## config.mk

```make
export PLATFORM = sky130hd
export DESIGN_NAME = alu_issue_ctrl
export DESIGN_NICKNAME = d
export VERILOG_FILES = /design/src/rtl/alu_issue_ctrl.sv
export SDC_FILE = /design/constraint.sdc
export NUM_CORES = 1
export LEC_CHECK = 0
export CORE_MARGIN = 3
export CORE_UTILIZATION = 43
export DETAILED_ROUTE_END_ITERATION = 6
export MAX_ROUTING_LAYER = met4
export PLACE_DENSITY = 0.85
export SLEW_MARGIN = 20
export SYNTH_ARGS = -nofsm -noshare
export SYNTH_HDL_FRONTEND = slang
export SYNTH_SLANG_ARGS = --single-unit
```

## constraint.sdc

```tcl
create_clock -name clk -period 4.5 [get_ports clk]
set_input_delay 0.9 -clock clk [delete_from_list [all_inputs] [get_ports clk]]
set_output_delay 0.9 -clock clk [all_outputs]
set_load 0.05 [all_outputs]
```

## src/rtl/alu_issue_ctrl.sv

```systemverilog
// Issue and result-capture stage in front of the 32-bit ALU: holds operands for the opcode's latency.
// Optional feature macro: ALU_ISSUE_ILLEGAL_TRAP_EN (trap opcode 4'b1111 and flag it on res_err).
module alu_issue_ctrl #(
    parameter int unsigned LAT_ADD = 2,
    parameter int unsigned LAT_MUL = 4,
    parameter int unsigned LAT_SHF = 1,
    parameter int unsigned LAT_CMB = 0
) (
    input  logic        clk,
    input  logic        rst_n,
    input  logic        in_valid,
    output logic        in_ready,
    input  logic [3:0]  in_opcode,
    input  logic [31:0] in_a,
    input  logic [31:0] in_b,
    input  logic [4:0]  in_r,
    output logic [31:0] alu_a,
    output logic [31:0] alu_b,
    output logic [4:0]  alu_r,
    output logic [3:0]  alu_opcode,
    input  logic [63:0] alu_out,
    output logic        res_valid,
    input  logic        res_ready,
    output logic [63:0] res_data,
    output logic [3:0]  res_opcode,
    output logic        res_err,
    output logic        busy
);
    localparam int unsigned CNT_W = 4;
    localparam int unsigned OP_W  = 4;
    localparam logic [OP_W-1:0] OP_ILLEGAL = 4'b1111;

    typedef enum logic [1:0] {
        S_IDLE = 2'd0,
        S_EXEC = 2'd1,
        S_DONE = 2'd2
    } state_t;

    state_t           state_q;
    state_t           state_d;
    logic [CNT_W-1:0] cnt_q;
    logic [CNT_W-1:0] cnt_d;
    logic             accept_c;
    logic             capture_c;

    // Remaining hold edges after accept, by opcode class.
    function automatic logic [CNT_W-1:0] class_lat(input logic [OP_W-1:0] op);
        logic [CNT_W-1:0] lat;
        case (op)
            4'b0000, 4'b0001:                   lat = CNT_W'(LAT_ADD);
            4'b0010:                            lat = CNT_W'(LAT_MUL);
            4'b0100, 4'b0101, 4'b0110, 4'b0111: lat = CNT_W'(LAT_SHF);
            default:                            lat = CNT_W'(LAT_CMB);
        endcase
`ifdef ALU_ISSUE_ILLEGAL_TRAP_EN
        if (op == OP_ILLEGAL) begin
            lat = '0;
        end
`endif
        return lat;
    endfunction

    assign in_ready  = (state_q == S_IDLE) || ((state_q == S_DONE) && res_ready);
    assign res_valid = (state_q == S_DONE);
    assign busy      = (state_q != S_IDLE);

    always_ff @(posedge clk or negedge rst_n) begin
        if (!rst_n) begin
            state_q <= S_IDLE;
            cnt_q   <= '0;
        end else begin
            state_q <= state_d;
            cnt_q   <= cnt_d;
        end
    end

    always_comb begin
        state_d   = state_q;
        cnt_d     = cnt_q;
        capture_c = 1'b0;
        accept_c  = in_valid && in_ready;
        case (state_q)
            S_IDLE: begin
                if (accept_c) begin
                    state_d = S_EXEC;
                    cnt_d   = class_lat(in_opcode);
                end
            end
            S_EXEC: begin
                if (cnt_q != '0) begin
                    cnt_d = cnt_q - CNT_W'(1);
                end else begin
                    capture_c = 1'b1;
                    state_d   = S_DONE;
                end
            end
            S_DONE: begin
                // A same-edge result handshake and new accept skips IDLE.
                if (accept_c) begin
                    state_d = S_EXEC;
                    cnt_d   = class_lat(in_opcode);
                end else if (res_ready) begin
                    state_d = S_IDLE;
                end
            end
            default: state_d = S_IDLE;
        endcase
    end

    // ALU operand registers persist outside EXEC; result registers persist outside capture.
    always_ff @(posedge clk or negedge rst_n) begin
        if (!rst_n) begin
            alu_a      <= '0;
            alu_b      <= '0;
            alu_r      <= '0;
            alu_opcode <= '0;
            res_data   <= '0;
            res_opcode <= '0;
        end else begin
            if (accept_c) begin
                alu_a      <= in_a;
                alu_b      <= in_b;
                alu_r      <= in_r;
                alu_opcode <= in_opcode;
            end
            if (capture_c) begin
`ifdef ALU_ISSUE_ILLEGAL_TRAP_EN
                res_data <= (alu_opcode == OP_ILLEGAL) ? '0 : alu_out;
`else
                res_data <= alu_out;
`endif
                res_opcode <= alu_opcode;
            end
        end
    end

`ifdef ALU_ISSUE_ILLEGAL_TRAP_EN
    always_ff @(posedge clk or negedge rst_n) begin
        if (!rst_n) begin
            res_err <= 1'b0;
        end else if (capture_c) begin
            res_err <= (alu_opcode == OP_ILLEGAL);
        end
    end
`else
    assign res_err = 1'b0;
`endif

endmodule

```

==> results by group, run 1 <==
Run status
  • Status: complete, no violations

Route
  • Final ANT Viol Nets: 0
  • DR vias: 3948
  • Wire length per cell: between 15 and 20 um
  • Residual DRC count: 0
  • First-pass DRT Iterations: 4
  • Drt first-iter violations: 134
  • Via/cell ratio: 4.84
  • Routed WL: 15000 um

Clock tree
  • Clock transition at path regs: 0.06 ns
  • Hold buffers post-CTS: 0
  • Cts repair resizes: 0
  • Clock Path Buffers: 2
  • Setup Fix Bufs, Post-CTS: 0
  • Clock Latency Late Sink: 0.41 ns
  • H-tree depth: 4
  • Root Buffer Master: clkbuf_16
  • Clk sink count: 147
  • TritonCTS buffer count: 17
  • TritonCTS clock tree: done

Flow run
  • Max-Cap Viols: 0

Yosys
  • Post-Synthesis Cells: 339
  • Yosys warns: 0
  • Avg Cell Area, Syn: 16.7 um^2
  • Flip-flop and latch count after synthesis: 147
  • Syn Nets: 482
  • Post-Syn Area: 5670 um^2
  • Yosys cell types: 28
  • Sequential share of the synthesized area: 64.9%

Setup path
  • Crit path arrival time: 2.45 ns
  • Crit end category: primary output
  • CP Launch Point: res_ready
  • Setup Crit Path Kind: input pin to primary output
  • Startpoint Class: input pin
  • Peak fanout along the critical path: 3
  • R2r startpoint: cnt_q[0]
  • CP required: 3.60 ns

Layout
  • Footprint of the multi-input gates: 1850 um^2
  • Fraction of layout cells with a size suffix above 1: 28.8%
  • Synthesis-to-finish area growth: 62.7%
  • Final #Nets: roughly 770
  • Register area: approximately 3700 um^2
  • ANT cells: 0
  • Fillcell total: around 820

Placement
  • GPL Wtd Cong: 0.822
  • HPWL Detailed: 11300 um
  • Port Buf Inserts: 284

Floorplanning
  • Rows: 41
  • Core Area: between 10000 and 15000 um^2
  • Die X: 121 um
  • Die height: 121 um
  • # IOs: 286
  • Die area: 14600 um^2
  • Initial Util: between 40% and 50%

GRT
  • Initial antenna violation count: 0
  • GRT Resource Usage Total: 21.3%
  • Gr ovfl total: 0
  • Global-route wire length before repair: 23100 um
  • Largest net degree at the start of global routing: 89
  • Vias in the first global route: 4415

Min path
  • Worst Hold Class: flip-flop to flip-flop
  • Hold Crit Start: res_data[11]

Timing
  • Max frequency: 299 MHz
  • Final Setup Violations: 0
  • Measured slew at the worst slew-check pin: between 0.8 and 0.9 ns
  • Hold Vio Cnt, Final: 0
  • Hold Slack: 0.502 ns
  • Max Slew Vio Count: 0
  • Setup TNS: 0 ns
  • Tmin final: 3.35 ns
  • Slew headroom: 46.1%
  • Clk_skew: 0.00887 ns
  • RSZ-0062 raised after global routing: no
  • Final period util: approximately 74%
## per-stage QoR
step                worst slack (ns)  instances  utilization [%]  area, um^2
floorplan                       2.16        339                -        5670
global placement                1.14        783             67.6        8630
detailed placement              1.15        783             67.6        8630
CTS                             1.15        815             72.2        9220
global route                    1.12        815             72.2        9220
finish                          1.15        815             72.2        9220
## synth_stat cells
library cell	number	area, um^2
buf_4	3	22.5
nand2_1	4	15.0
o2bb2ai_1	2	17.5
inv_1	4	15.0
o21a_1	1	7.51
mux2_4	9	135
buf_2	7	35.0
and2_1	1	6.26
nand2_2	1	6.26
buf_6	7	78.8
o21ai_0	2	10.0
nor3b_2	1	12.5
nand2b_1	2	12.5
ha_1	2	25.0
and2b_1	1	7.51
or2_2	1	6.26
nor2_1	1	3.75
a32o_1	1	10.0
nor2b_2	1	8.76
nor3_1	1	5.00
conb_1	1	3.75
dfrtp_1	147	3680
nor4b_1	1	8.76
or4_1	1	7.51
a21boi_0	1	7.51
a22o_1	1	8.76
nor4_1	1	6.26
mux2_2	134	1510
## worst max-delay path, cell delays in order
cell	delay (ns)
clkdlybuf4s50_1	0.46
nand2b_1	0.15
and2_1	0.14
clkdlybuf4s50_1	0.80
## final timing paths
path                       cells past startpoint  slack (ns)           end
setup / recovery                               4        1.15      in_ready
max in group asynchronous                      2        2.99  res_data[56]
setup reg to reg                               6        2.22  res_data[22]
hold / removal                                 1        0.50  res_data[11]
hold reg to reg                                1        0.50  res_data[11]
min in group asynchronous                      1        0.54     alu_b[31]
## registers in the layout, indices dropped and copies added (netlist names)
signal / cells
alu_a: 32
alu_b: 32
alu_opcode: 4
alu_r: 5
cnt_q: 4
res_data: 64
res_opcode: 4
state_q: 2
## cell type report
type / count / share of cell area [%]
Clock buffer: 24 / 5.55
Timing Repair Buffer: 289 / 31.2
Multi-Input combinational cell: 171 / 20.0
Clock inverter: 8 / 0.800
Inverter: 4 / 0.163
Sequential cell: 147 / 39.9
Tap cell: 172 / 2.33
## metal layers
| metal | track usage, % | up-vias | part of all wire, % |
|---|---|---|---|
| li1 | - | 1776 | - |
| met1 | 22.6 | 1968 | 36 |
| met2 | 36.6 | 176 | 53 |
| met3 | 7.11 | 28 | 7.7 |
| met4 | 8.43 | 0 | 2.6 |
| met5 | - | - | 0 |
## layout by cell type, fill, tap and decap left out, drive strengths merged
cell           instances
clkdlybuf4s50        283
dfrtp                147
mux2                 143
clkbuf                24
buf                    6
clkinv                 5
nand2                  5
inv                    4
nand2b                 2
o2bb2ai                2
o21ai                  2
ha                     2
clkinvlp               2
or2                    1
and2                   1
nor2b                  1
and2b                  1
nor3b                  1
nor4                   1
a32o                   1
or4                    1
nor2                   1
a22o                   1
nor3                   1
a21boi                 1
nor4b                  1
o21a                   1
conb                   1
bufinv                 1
## cell families after synthesis
logic type	Yosys count	synth area share [%]
muxes	143	29.0
and+or+nand+nor	17	1.88
AOI/OAI and AO/OA	8	1.08
DFF	147	64.9
adders and majority gates	2	0.441
buffers and inverters	21	2.67
other	1	0.0661
Power of run 1 is left out: the tool's default activity adds up to more than one toggle a clock period on the data nets, which glitch-free logic cannot reach.
==> inputs of run 2 (changes only) <==
--- a/config.mk
+++ b/config.mk
@@ -6,10 +6,10 @@
 export NUM_CORES = 1
 export LEC_CHECK = 0
 export CORE_MARGIN = 3
-export CORE_UTILIZATION = 43
+export CORE_UTILIZATION = 40
 export DETAILED_ROUTE_END_ITERATION = 6
 export MAX_ROUTING_LAYER = met4
-export PLACE_DENSITY = 0.85
+export PLACE_DENSITY = 0.8
 export SLEW_MARGIN = 20
 export SYNTH_ARGS = -nofsm -noshare
 export SYNTH_HDL_FRONTEND = slang
==> constraint.sdc (replaced) <==
create_clock -name clk -period 3.25 [get_ports clk]
set_input_delay 0.65 -clock clk [delete_from_list [all_inputs] [get_ports clk]]
set_output_delay 0.65 -clock clk [all_outputs]
set_load 0.05 [all_outputs]
==> results by group, run 2 (synthesis results as in run 1) <==
Run status
  • Status: complete, no violations

Timing
  • Measured slew at the worst slew-check pin: 0.644 ns
  • Max Slew Vio Count: 0
  • Clk_skew: 0.00618 ns
  • Setup TNS: 0 ns
  • Final Setup Violations: 0
  • RSZ-0062 raised after global routing: no
  • Tmin final: ~2.9 ns
  • Hold Vio Cnt, Final: 0
  • Max frequency: ~350 MHz
  • Final period util: 88.3%
  • Slew headroom: 57.0%

GRT
  • Vias in the first global route: 4384
  • Largest net degree at the start of global routing: 70
  • Initial antenna violation count: 0
  • Gr ovfl total: 0
  • Global-route wire length before repair: about 23000 um
  • GRT Resource Usage Total: between 10% and 20%

Clock tree
  • Cts repair resizes: 0
  • Hold buffers post-CTS: 0
  • Setup Fix Bufs, Post-CTS: 0
  • TritonCTS clock tree: done
  • Clock Path Buffers: 2
  • Root Buffer Master: clkbuf_16
  • Clk sink count: around 150
  • Clock transition at path regs: 0.06 ns
  • TritonCTS buffer count: 17
  • Clock Latency Late Sink: 0.40 ns
  • H-tree depth: 4

Min path
  • Worst Hold Class: input pin to asynchronous set/reset pin

Route
  • Via/cell ratio: approximately 4.8
  • DR vias: between 3000 and 4000
  • Final ANT Viol Nets: 0
  • Drt first-iter violations: 76
  • Residual DRC count: 0
  • Routed WL: 14400 um
  • Wire length per cell: 17.6 um
  • First-pass DRT Iterations: 4

Floorplanning
  • Initial Util: between 40% and 50%
  • Core Area: 13600 um^2
  • Rows: 42
  • Die height: 125 um
  • Die area: 15600 um^2
  • Die X: 125 um
  • # IOs: ~290

Layout
  • Design Area, Final: 9180 um^2
  • Commonest non-fill, non-tap cell in the layout: clkdlybuf4s50_1
  • Biggest register: res_data
  • Top Registers: res_data: 64 flops, alu_a: 32 flops, alu_b: 32 flops
  • Largest register FFs: 64
  • Synthesis-to-finish area growth: 61.9%
  • Fillcell total: roughly 940
  • Most frequent cells in the layout: 283 x clkdlybuf4s50_1, 147 x dfrtp_1, 134 x mux2_2
  • Fraction of layout cells with a size suffix above 1: 28.0%
  • ANT cells: 0
  • Final #Nets: 774

Setup path
  • CP max stage cell: clkdlybuf4s50_1
  • Setup Crit Path Kind: input pin to primary output
  • CP cell instances: clkdlybuf4s50_1 > nand2b_1 > and2_1 > clkdlybuf4s50_1
  • Crit end category: primary output
  • Peak fanout along the critical path: 3
  • Crit path arrival time: 2.22 ns
  • Startpoint Class: input pin
  • CP required: 2.60 ns
  • CP max stage delay: about 0.8 ns
  • Most frequent CP cell: clkdlybuf4s50_1

Flow run
  • Max-Cap Viols: 0

Placement
  • Port Buf Inserts: approximately 280
  • Dpl cell area: between 8000 and 9000 um^2
  • GPL Wtd Cong: around 0.76
  • HPWL Detailed: 10800 um
==> run 2: changes by cell type in the layout (fill, tap and decap cells not counted), moves of 2 or more <==
cell	previous run	this run
clkbuf_1	1	7
clkbuf_8	6	2
buf_12	0	2
clkinvlp_4	2	0
clkinv_2	4	6
==> run 2: final timing paths <==
kind / start / end / slack (ns) / cells past startpoint
worst max-delay path: res_ready / in_ready / 0.38 / 4
worst min register to register: res_data[47] / res_data[47] / 0.50 / 1
min in group clk: res_data[47] / res_data[47] / 0.50 / 1
max in group asynchronous: rst_n / alu_a[27] / 2.27 / 2
worst min-delay path: rst_n / cnt_q[3] / 0.25 / 1
worst max register to register: cnt_q[0] / res_data[34] / 1.17 / 6
==> run 2: cell type report <==
type / count / area, um^2 / area share, %
sequential: 147 / 3680 / 40.1
timing repair buffer: 290 / 2910 / 31.7
multi-input combinational: 171 / 1840 / 20.1
inverter: 4 / 15.0 / 0.164
tap: 176 / 220 / 2.40
clock buffer: 26 / 479 / 5.22
clock inverter: 6 / 30.0 / 0.327
==> run 2: worst max-delay path: cells and delay by family <==
family        cells  cell delay (ns)
simple gates      2             0.30
buf+inv           2             1.26
==> run 2: metal layers <==
metal  vias up  routed length, um  global-route usage [%]
met2       182               7380                    31.9
met4         0                309                    7.46
li1       1775                  -                       -
met3        32               1290                    7.76
met5         -                  0                       -
met1      1907               5460                    21.8
==> run 2: stage by stage <==
stage / setup slack (ns) / hold slack [ns] / instances / utilization, %
floorplan: 1.41 / 0.354 / 339 / -
global placement: 0.379 / 0.486 / 788 / 64.0
detailed placement: 0.386 / 0.491 / 788 / 64.0
CTS: 0.383 / 0.255 / 820 / 67.7
global route: 0.359 / 0.283 / 820 / 67.7
finish: 0.379 / 0.250 / 820 / 67.7
Power of run 2 is left out for the same reason.
==> inputs of run 3 (changes only) <==
--- a/config.mk
+++ b/config.mk
@@ -7,6 +7,7 @@
 export LEC_CHECK = 0
 export CORE_MARGIN = 3
 export CORE_UTILIZATION = 40
+export CTS_BUF_LIST = sky130_fd_sc_hd__clkbuf_4 sky130_fd_sc_hd__clkbuf_8 sky130_fd_sc_hd__clkbuf_16
 export DETAILED_ROUTE_END_ITERATION = 6
 export MAX_ROUTING_LAYER = met4
 export PLACE_DENSITY = 0.8
==> results by group, run 3 (synthesis results as in run 1) <==
Setup path
  • CP cell instances: clkdlybuf4s50_1 > nand2b_1 > and2_1 > clkdlybuf4s50_1
  • Most frequent CP cell: clkdlybuf4s50_1
  • CP required: 2.60 ns
  • CP Buf/Inv Count: 2
  • Crit path arrival time: around 2.2 ns
  • Setup Crit Path Kind: input pin to primary output
  • Peak fanout along the critical path: 3
  • CP max stage delay: approximately 0.80 ns
  • Startpoint Class: input pin
  • CP max stage cell: clkdlybuf4s50_1
  • Largest delay share family, worst path: buffers and inverters
  • Crit end category: primary output

Clock tree
  • TritonCTS clock tree: done
  • TritonCTS buffer count: 17
  • Clock Path Buffers: 2
  • Hold buffers post-CTS: 0
  • Root Buffer Master: clkbuf_16
  • Clock Latency Late Sink: 0.40 ns
  • Clock transition at path regs: 0.06 ns
  • Cts repair resizes: 0
  • H-tree depth: 4
  • Clk sink count: 147
  • Setup Fix Bufs, Post-CTS: 0

Route
  • DR vias: 3882
  • Final ANT Viol Nets: 0
  • Routed WL: 14400 um
  • Drt first-iter violations: 84
  • Residual DRC count: 0
  • Via/cell ratio: roughly 4.7
  • First-pass DRT Iterations: 4
  • Wire length per cell: 17.6 um

Timing
  • Max Slew Vio Count: 0
  • Max frequency: approximately 350 MHz
  • Hold Vio Cnt, Final: 0
  • RSZ-0062 raised after global routing: no
  • Measured slew at the worst slew-check pin: 0.644 ns
  • Tmin final: ~2.9 ns
  • Final period util: 88.3%
  • Final Setup Violations: 0
  • Hold Slack: 0.251 ns
  • Clk_skew: 0.00622 ns
  • Slew headroom: 57.0%
  • Setup TNS: 0 ns

Floorplanning
  • Core Area: 13600 um^2
  • Die X: roughly 130 um
  • # IOs: between 200 and 300
  • Initial Util: a little over two fifths
  • Rows: 42
  • Die height: 125 um
  • Die area: 15600 um^2

Min path
  • Worst Hold Class: input pin to asynchronous set/reset pin

GRT
  • Vias in the first global route: around 4400
  • Global-route wire length before repair: 23300 um
  • Gr ovfl total: 0
  • GRT Resource Usage Total: 19.5%
  • Initial antenna violation count: 0
  • Largest net degree at the start of global routing: 70

Layout
  • Biggest register: res_data
  • Footprint of the multi-input gates: 1840 um^2
  • Synthesis-to-finish area growth: 62.4%
  • Fillcell total: 935
  • ANT cells: 0
  • Fraction of layout cells with a size suffix above 1: between 20 and 30%
  • Commonest non-fill, non-tap cell in the layout: clkdlybuf4s50_1
  • Top Registers: res_data: 64 flops, alu_a: 32 flops, alu_b: 32 flops
  • Final Util: approximately two thirds
  • Most frequent cells in the layout: 283 x clkdlybuf4s50_1, 147 x dfrtp_1, 134 x mux2_2
  • Register area: ~3700 um^2
  • Final #Nets: between 700 and 800
  • Fin cells: 820
  • Largest register FFs: 64

Flow run
  • Max-Cap Viols: 0

Placement
  • GPL Wtd Cong: approximately 0.76
  • HPWL Detailed: 10800 um
  • Dpl cells: about 800
  • Port Buf Inserts: 284

Run status
  • Status: complete, no violations
[run 3: worst paths after layout]
check / start / endpoint / slack [ns] / cells past startpoint
worst min register to register: res_data[47] / res_data[47] / 0.50 / 1
min in group clk: res_data[47] / res_data[47] / 0.50 / 1
worst max-delay path: res_ready / in_ready / 0.38 / 4
max in group asynchronous: rst_n / alu_a[26] / 2.27 / 2
worst min-delay path: rst_n / cnt_q[3] / 0.25 / 1
worst max register to register: cnt_q[0] / res_data[34] / 1.17 / 6
[run 3: cell type report]
class | instances | share of cell area (%)
sequential | 147 | 40.0
timing repair buffer | 290 | 31.7
multi-input combinational | 171 | 20.0
clock buffer | 26 | 5.49
tap | 176 | 2.39
clock inverter | 6 | 0.326
inverter | 4 | 0.163
[run 3: worst reg2reg max path: stages, from the launching register on]
cell and delay (ns):
dfrtp_1 0.38, inv_1 0.10, ha_1 0.19, nor3b_2 0.17, nand2_2 0.35, buf_12 0.35, mux2_2 0.42
[run 3: through the flow]
| step | area (um^2) | setup slack [ns] |
|---|---|---|
| floorplan | 5670 | 1.41 |
| global placement | 8670 | 0.379 |
| detailed placement | 8670 | 0.386 |
| CTS | 9210 | 0.383 |
| global route | 9210 | 0.359 |
| finish | 9210 | 0.379 |
[run 3: per-layer routing]
metal  wire length [um]  track usage (%)
met5                  0                -
met4                309             7.27
met3               1320             7.80
met2               7370             32.0
met1               5450             21.6
Power of run 3 is left out for the same reason.
